--- src/rtl/id_pkg.sv ---
// Package: id_pkg
// Shared types and encodings for the RV32 decode stage (id_stage_pipe).
//   - RV32 base opcode localparams
//   - operand / writeback selector encodings
//   - id_ctrl_t: control bundle carried in the ID/EX register
package id_pkg;

    localparam logic [6:0] OP_LOAD   = 7'b0000011;
    localparam logic [6:0] OP_STORE  = 7'b0100011;
    localparam logic [6:0] OP_BRANCH = 7'b1100011;
    localparam logic [6:0] OP_IMM    = 7'b0010011;
    localparam logic [6:0] OP_REG    = 7'b0110011;
    localparam logic [6:0] OP_LUI    = 7'b0110111;
    localparam logic [6:0] OP_AUIPC  = 7'b0010111;
    localparam logic [6:0] OP_JAL    = 7'b1101111;
    localparam logic [6:0] OP_JALR   = 7'b1100111;

    typedef enum logic [1:0] {
        SRC_A_RS1  = 2'd0,
        SRC_A_PC   = 2'd1,
        SRC_A_ZERO = 2'd2
    } src_a_sel_e;

    typedef enum logic {
        SRC_B_RS2 = 1'b0,
        SRC_B_IMM = 1'b1
    } src_b_sel_e;

    typedef enum logic [1:0] {
        WD3_ALU = 2'd0,
        WD3_MEM = 2'd1,
        WD3_PC4 = 2'd2
    } wd3_sel_e;

    typedef struct packed {
        src_a_sel_e src_a_sel;
        src_b_sel_e src_b_sel;
        wd3_sel_e   wd3_sel;
        logic       we3;
        logic       wem;
        logic       is_branch_op;
        logic       is_jump;
        logic       is_load;
        logic [2:0] funct3;
        logic [6:0] funct7;
        logic       illegal;
    } id_ctrl_t;

endpackage

--- src/rtl/id_hazard_unit.sv ---
// Module: id_hazard_unit
// Detects the two conditions that stop the decode stage from accepting an
// instruction:
//   lu  : load in the ID/EX register writes a register this instruction reads
//   wbh : WB writes a register this instruction reads in the same cycle
//         (only when the WB->ID write-through is not built; ID_BYPASS_EN
//         removes it)
// Ports:
//   ra1, ra2, uses_rs1, uses_rs2 : source registers of the instruction in ID
//   ex_valid, ex_is_load, ex_wa3 : ID/EX register contents
//   wb_we3, wb_wa3               : writeback port
//   lu, wbh                      : hazard flags
module id_hazard_unit (
    input  logic       uses_rs1,
    input  logic       uses_rs2,
    input  logic [4:0] ra1,
    input  logic [4:0] ra2,
    input  logic       ex_valid,
    input  logic       ex_is_load,
    input  logic [4:0] ex_wa3,
    input  logic       wb_we3,
    input  logic [4:0] wb_wa3,
    output logic       lu,
    output logic       wbh
);

    // x0 is never a producer, so a zero destination can never stall
    assign lu = ex_valid && ex_is_load && (ex_wa3 != 5'd0) &&
                ((ex_wa3 == ra1 && uses_rs1) || (ex_wa3 == ra2 && uses_rs2));

`ifdef ID_BYPASS_EN
    logic unused_wb;
    assign unused_wb = ^{wb_we3, wb_wa3};
    assign wbh = 1'b0;
`else
    assign wbh = wb_we3 && (wb_wa3 != 5'd0) &&
                 ((wb_wa3 == ra1 && uses_rs1) || (wb_wa3 == ra2 && uses_rs2));
`endif

endmodule

--- src/rtl/id_stage_pipe.sv ---
// Module: id_stage_pipe
// RV32 decode stage with ID/EX pipeline register and valid/ready on both sides.
// Decodes instr, reads the register file, stalls IF on load-use / WB hazards
// and inserts bubbles into EX. flush (taken branch in EX) kills the ID/EX
// register and the incoming instruction.
// Optional feature: define ID_BYPASS_EN for WB->ID write-through (removes the
// WB hazard stall); otherwise the register file is read-before-write.
// Ports:
//   clk, reset (async, active-high)
//   IF side : in_valid, in_ready, instr, pc_in
//   EX side : out_valid, out_ready, ctrl_out, wa3_out, imm, rd1, rd2, pc_out
//   WB side : we3_in, wa3_in, wd3_in
//   flush   : EX redirect
module id_stage_pipe
    import id_pkg::*;
#(
    parameter int XLEN  = 32,
    parameter int NREGS = 32
) (
    input  logic            clk,
    input  logic            reset,
    input  logic            in_valid,
    output logic            in_ready,
    input  logic [31:0]     instr,
    input  logic [XLEN-1:0] pc_in,
    input  logic            flush,
    output logic            out_valid,
    input  logic            out_ready,
    output id_ctrl_t        ctrl_out,
    output logic [4:0]      wa3_out,
    output logic [XLEN-1:0] imm,
    output logic [XLEN-1:0] rd1,
    output logic [XLEN-1:0] rd2,
    output logic [XLEN-1:0] pc_out,
    input  logic            we3_in,
    input  logic [4:0]      wa3_in,
    input  logic [XLEN-1:0] wd3_in
);

    localparam int AW = $clog2(NREGS);

    function automatic logic [XLEN-1:0] sext32(input logic signed [31:0] v);
        return XLEN'(v);
    endfunction

    logic [4:0]        ra1, ra2, rd_idx;
    logic              uses_rs1, uses_rs2, has_rd;
    id_ctrl_t          ctrl_dec;
    logic signed [31:0] imm32;
    logic [XLEN-1:0]   rd1_val, rd2_val;
    logic              lu, wbh;
    logic [XLEN-1:0]   rf [NREGS];

    logic              vld_p1;
    id_ctrl_t          ctrl_p1;
    logic [4:0]        wa3_p1;
    logic [XLEN-1:0]   imm_p1, rd1_p1, rd2_p1, pc_p1;

    assign ra1    = instr[19:15];
    assign ra2    = instr[24:20];
    assign rd_idx = instr[11:7];

    // ---------------- ID: decode ----------------
    always_comb begin
        ctrl_dec        = '0;
        ctrl_dec.funct3 = instr[14:12];
        ctrl_dec.funct7 = instr[31:25];
        uses_rs1        = 1'b0;
        uses_rs2        = 1'b0;
        has_rd          = 1'b0;
        imm32           = '0;
        case (instr[6:0])
            OP_LOAD: begin
                uses_rs1 = 1'b1; has_rd = 1'b1;
                ctrl_dec.we3 = 1'b1; ctrl_dec.is_load = 1'b1;
                ctrl_dec.src_b_sel = SRC_B_IMM; ctrl_dec.wd3_sel = WD3_MEM;
                imm32 = {{20{instr[31]}}, instr[31:20]};
            end
            OP_STORE: begin
                uses_rs1 = 1'b1; uses_rs2 = 1'b1;
                ctrl_dec.wem = 1'b1; ctrl_dec.src_b_sel = SRC_B_IMM;
                imm32 = {{20{instr[31]}}, instr[31:25], instr[11:7]};
            end
            OP_BRANCH: begin
                uses_rs1 = 1'b1; uses_rs2 = 1'b1;
                ctrl_dec.is_branch_op = 1'b1;
                imm32 = {{19{instr[31]}}, instr[31], instr[7], instr[30:25], instr[11:8], 1'b0};
            end
            OP_IMM: begin
                uses_rs1 = 1'b1; has_rd = 1'b1;
                ctrl_dec.we3 = 1'b1; ctrl_dec.src_b_sel = SRC_B_IMM;
                imm32 = {{20{instr[31]}}, instr[31:20]};
            end
            OP_REG: begin
                uses_rs1 = 1'b1; uses_rs2 = 1'b1; has_rd = 1'b1;
                ctrl_dec.we3 = 1'b1;
            end
            OP_LUI: begin
                has_rd = 1'b1; ctrl_dec.we3 = 1'b1;
                ctrl_dec.src_a_sel = SRC_A_ZERO; ctrl_dec.src_b_sel = SRC_B_IMM;
                imm32 = {instr[31:12], 12'b0};
            end
            OP_AUIPC: begin
                has_rd = 1'b1; ctrl_dec.we3 = 1'b1;
                ctrl_dec.src_a_sel = SRC_A_PC; ctrl_dec.src_b_sel = SRC_B_IMM;
                imm32 = {instr[31:12], 12'b0};
            end
            OP_JAL: begin
                has_rd = 1'b1; ctrl_dec.we3 = 1'b1; ctrl_dec.is_jump = 1'b1;
                ctrl_dec.src_a_sel = SRC_A_PC; ctrl_dec.src_b_sel = SRC_B_IMM;
                ctrl_dec.wd3_sel = WD3_PC4;
                imm32 = {{11{instr[31]}}, instr[31], instr[19:12], instr[20], instr[30:21], 1'b0};
            end
            OP_JALR: begin
                uses_rs1 = 1'b1; has_rd = 1'b1;
                ctrl_dec.we3 = 1'b1; ctrl_dec.is_jump = 1'b1;
                ctrl_dec.src_b_sel = SRC_B_IMM; ctrl_dec.wd3_sel = WD3_PC4;
                imm32 = {{20{instr[31]}}, instr[31:20]};
            end
            default: ctrl_dec.illegal = 1'b1;
        endcase
        // Register index outside the implemented file (RV32E): let it flow
        // through as an illegal no-op so EX can trap on it
        if ((uses_rs1 && 32'(ra1) >= NREGS) || (uses_rs2 && 32'(ra2) >= NREGS) ||
            (has_rd && 32'(rd_idx) >= NREGS)) begin
            ctrl_dec.illegal = 1'b1;
            ctrl_dec.we3     = 1'b0;
            ctrl_dec.wem     = 1'b0;
        end
    end

    // ---------------- ID: register file read ----------------
    always_comb begin
        rd1_val = rf[ra1[AW-1:0]];
        rd2_val = rf[ra2[AW-1:0]];
`ifdef ID_BYPASS_EN
        if (we3_in && wa3_in == ra1) rd1_val = wd3_in;
        if (we3_in && wa3_in == ra2) rd2_val = wd3_in;
`endif
        if (ra1 == 5'd0) rd1_val = '0;
        if (ra2 == 5'd0) rd2_val = '0;
    end

    always_ff @(posedge clk or posedge reset) begin
        if (reset) begin
            for (int i = 0; i < NREGS; i++) rf[i] <= '0;
        end else if (we3_in && wa3_in != 5'd0 && 32'(wa3_in) < NREGS) begin
            rf[wa3_in[AW-1:0]] <= wd3_in;
        end
    end

    id_hazard_unit u_hazard (
        .uses_rs1   (uses_rs1),
        .uses_rs2   (uses_rs2),
        .ra1        (ra1),
        .ra2        (ra2),
        .ex_valid   (vld_p1),
        .ex_is_load (ctrl_p1.is_load),
        .ex_wa3     (wa3_p1),
        .wb_we3     (we3_in),
        .wb_wa3     (wa3_in),
        .lu         (lu),
        .wbh        (wbh)
    );

    assign in_ready = !flush && !(lu || wbh) && (!vld_p1 || out_ready);

    // ---------------- ID/EX register ----------------
    always_ff @(posedge clk or posedge reset) begin
        if (reset) begin
            vld_p1  <= 1'b0;
            ctrl_p1 <= '0;
            wa3_p1  <= '0;
            imm_p1  <= '0;
            rd1_p1  <= '0;
            rd2_p1  <= '0;
            pc_p1   <= '0;
        end else if (flush) begin
            vld_p1 <= 1'b0;
        end else if (in_valid && in_ready) begin
            vld_p1  <= 1'b1;
            ctrl_p1 <= ctrl_dec;
            wa3_p1  <= has_rd ? rd_idx : 5'd0;
            imm_p1  <= sext32(imm32);
            rd1_p1  <= rd1_val;
            rd2_p1  <= rd2_val;
            pc_p1   <= pc_in;
        end else if (out_ready) begin
            vld_p1 <= 1'b0;
        end
    end

    assign out_valid = vld_p1;
    assign ctrl_out  = ctrl_p1;
    assign wa3_out   = wa3_p1;
    assign imm       = imm_p1;
    assign rd1       = rd1_p1;
    assign rd2       = rd2_p1;
    assign pc_out    = pc_p1;

endmodule

--- config.mk ---
export PLATFORM = sky130hd
export DESIGN_NAME = id_stage_pipe
export DESIGN_NICKNAME = d
export VERILOG_FILES = /design/src/rtl/id_pkg.sv /design/src/rtl/id_hazard_unit.sv /design/src/rtl/id_stage_pipe.sv
export SDC_FILE = /design/constraint.sdc
export NUM_CORES = 2
export LEC_CHECK = 0
export CAP_MARGIN = 5
export CORE_MARGIN = 2
export CORE_UTILIZATION = 45
export CTS_BUF_LIST = sky130_fd_sc_hd__clkbuf_4 sky130_fd_sc_hd__clkbuf_8
export CTS_CLUSTER_SIZE = 40
export DETAILED_ROUTE_END_ITERATION = 8
export DONT_BUFFER_PORTS = 1
export SETUP_SLACK_MARGIN = 0.02
export SLEW_MARGIN = 20
export SYNTH_ARGS = -nofsm -noshare
export SYNTH_HDL_FRONTEND = slang
export SYNTH_SLANG_ARGS = --single-unit
--- constraint.sdc ---
create_clock -name clk -period 56.3 [get_ports clk]
set_input_delay 11.26 -clock clk [delete_from_list [all_inputs] [get_ports clk]]
set_output_delay 11.26 -clock clk [all_outputs]
set_load 0.01 [all_outputs]
==> results.tsv <==
stage	metric	value	unit
cts	clock_path_buffers	3	
critical_path	reg2reg_to	pc_out[18]	
sta	fin_crit	23790	ps
detailed_routing	first_pass_iters	5	
yosys	synthDistinctLibCells	51	
critical_path	reg2reg_from	wa3_out[0]	
cts	htree_levels	4	
pwr	seqPwrFrac	47.6	%
pwr	p_sw	0.000627	W
cts	postCtsSetupBuffers	0	
floorplan	initial_core_util	45.5	%
pwr	p_int	0.00175	W
sta	skew	27.3	ps
global_routing	grt_antenna_before_repair	10	
final_layout	drive_gt1_share	48.7	%
critical_path	path_class	in2out	
detailed_routing	avgViaCountPerCell	6.51	
sta	rsz0062_at_grt	false	
pwr	ir_worst_vdd	17.0	µV
final_layout	ff_latch_area	29500	µm²
floorplan	die_area	136000	µm²
yosys	synthCells	4040	
critical_path	path_max_fanout	9	
global_routing	gr-usage-all-layers	27.9	%
yosys	seq_area_frac_synth	49.2	%
sta	fin_crit_sh	42.3	%
critical_path	cp-start-kind	input pin	
detailed_routing	detail_route.iter0.violations	3374	
placement	hpwlAfterDp	97700	µm
yosys	yosys_warnings	0	
pwr	swShare	26.4	%
cts	clock_latency	920	ps
placement	postPlaceCellArea	61200	µm²
pwr	clkPwrFrac	35.8	%
floorplan	dieWidth	369	µm
global_routing	grt_pass1_vias	38600	
floorplan	placementRows	133	
cts	numCtsBuffers	201	
sta	layout_setup_ws	32510	ps
critical_path	critPathArrivalTime	12530	ps
cts	cts_num_sinks	1179	
yosys	ys_top_cells_by_area	dfrtp_1 49%, mux2_2 19%, mux4_2 18%	
sta	finalSetupTns	0	ps
cts	cts_root_buffer	clkbuf_8	
hold_path	hp-class	reg2reg	
detailed_routing	drc	0	
detailed_routing	avgRoutedWirePerCell	32.6	µm
sta	setup_viol	0	
final_layout	final_nets	3981	
floorplan	core	132000	µm²
global_routing	grt_pass1_wl	277000	µm
global_routing	grt_max_degree	297	
job	cap_violations	0	
detailed_routing	vias	37700	
critical_path	worst_setup_path_end_kind	output pin	
yosys	syn_area	60000	µm²
sta	drv_slew	0	
yosys	synth_seq_cells	1179	
cts	clk_pin_slew_worst_paths	60	ps
hold_path	hold_end	rf[997]	
critical_path	cp.required	45040	ps
yosys	avgSynthCellArea	14.9	µm²
pwr	comb_power_share	16.7	%
final_layout	fillers	11400	
critical_path	rr_worst_depth	7	
yosys	synth.most_common_cell	dfrtp_1	
final_layout	multi_input_area	28700	µm²
pwr	power_leakage	28.5	nW
sta	slew_headroom	23.3	%
run_status	outcome	completed	
sta	worst_pin_slew	1150	ps
placement	dpl_worst_slack	32510	ps
pwr	power.density	36.2	nW/µm²
critical_path	r2r_slack	52450	ps
hold_path	hold_start	rf[997]	
global_routing	overflow	0	
sta	hold_viol_final	0	
placement	gp_congestion	0.784	
yosys	synth_nets	4147	
detailed_routing	drtAntennaViolNets	0	
yosys	synth-async-reset-ratio	100	%
cts	cts_tree	built	
detailed_routing	postRouteWirelength	189000	µm
floorplan	io_pins	263	
yosys	yosys-top-cells-count	1179 x dfrtp_1, 997 x mux2_2, 478 x mux4_2	
yosys	synth_largest_area_cell	dfrtp_1	
hold_path	min_delay_path_depth	0	
cts	cts_hold_buf	0	
final_layout	area_growth	9.45	%
floorplan	die_h	369	µm
yosys	synth_top_cell_area_share	49.2	%
yosys	yosys_most_used_dff	dfrtp_1	
final_layout	fin_area	65700	µm²
cts	ctsResizeCount	0	
sta	fmax	0.0420	GHz
yosys	synth_edf_count	0	
placement	port_buffers	0	
[placed cells by master (no fill, tap or decap), types with 45 or more instances in the layout]
cell type  netlist  layout
mux2_2         997     997
inv_1           69      68
clkbuf_4         0      63
a21oi_1        120     120
a22oi_1        162     162
buf_4            7      65
mux2i_1        151     151
dfrtp_1       1179    1179
nand2_1        110      92
mux4_2         478     478
mux2_1          82      82
o22ai_1         45      45
clkbuf_8         0     263
[worst max-delay path, stage by stage]
cell	delay (ps)
a21boi_0	580
nand2_1	110
nor4_1	410
nor4_2	160
[cell families after synthesis]
| kind of cell | after synthesis | share of synthesized area, % |
|---|---|---|
| flops | 1179 | 49.2 |
| compound gates | 416 | 4.68 |
| mux | 1708 | 40.7 |
| simple gates | 210 | 1.66 |
| xor+xnor | 20 | 0.292 |
| buf+inv | 507 | 3.48 |
[layout make-up]
cell class / instances / area share [%]
clock buffer: 326 / 6.23
clock inverter: 39 / 0.560
antenna: 1 / 0.00381
multi-input combinational: 2354 / 43.7
timing repair buffer: 68 / 0.808
sequential: 1179 / 44.9
inverter: 70 / 0.412
tap: 1755 / 3.34
[worst max-delay path by stage]
stage / endpoint / start / slack, ps / cells after the start
3_5_place_dp: in_ready / wa3_in[4] / 32510 / 4
4_1_cts: in_ready / wa3_in[4] / 32500 / 4
2_1_floorplan: ctrl_out[0] / reset / 11830 / 1
5_1_grt: in_ready / instr[5] / 32380 / 4
6_report: in_ready / instr[5] / 32510 / 4
3_3_place_gp: in_ready / instr[5] / 32450 / 4
[power by group through the flow]
stage	sequential [W]	combinational (W)	clock [W]
after global placement	0.00114	0.000387	0
after floorplan	0.00111	0.000353	0
after CTS	0.00113	0.000397	0.000867
after detailed placement	0.00114	0.000395	0
after global routing	0.00115	0.000425	0.000905
final	0.00113	0.000396	0.000850
[metrics by stage]
step / power, W / utilization (%) / std cells / hold slack (ps)
after floorplan: 0.00146 / - / 4040 / 441
after global placement: 0.00152 / 46.4 / 5426 / 378
after detailed placement: 0.00154 / 46.4 / 5426 / 383
after CTS: 0.00239 / 49.8 / 5791 / 398
after global routing: 0.00248 / 49.8 / 5792 / 405
final: 0.00238 / 49.8 / 5792 / 395
[sequential cells by signal (all words and copies together), names as in the netlist]
name	count
rf	1024
rd2	32
pc_out	32
wa3_out	5
ctrl_out	21
rd1	32
out_valid	1
imm	32
[layer usage]
layer / up-vias / GRT usage (%) / wire (µm) / part of all wire (%)
met4: 4 / 8.88 / 5330 / 2.8
met5: - / 0.142 / 28 / 0.015
li1: 15200 / - / - / -
met2: 1551 / 43.8 / 89000 / 47
met3: 350 / 6.18 / 14200 / 7.5
met1: 20700 / 38.6 / 80300 / 43
Note: power is estimated with default switching activity, not from simulation.
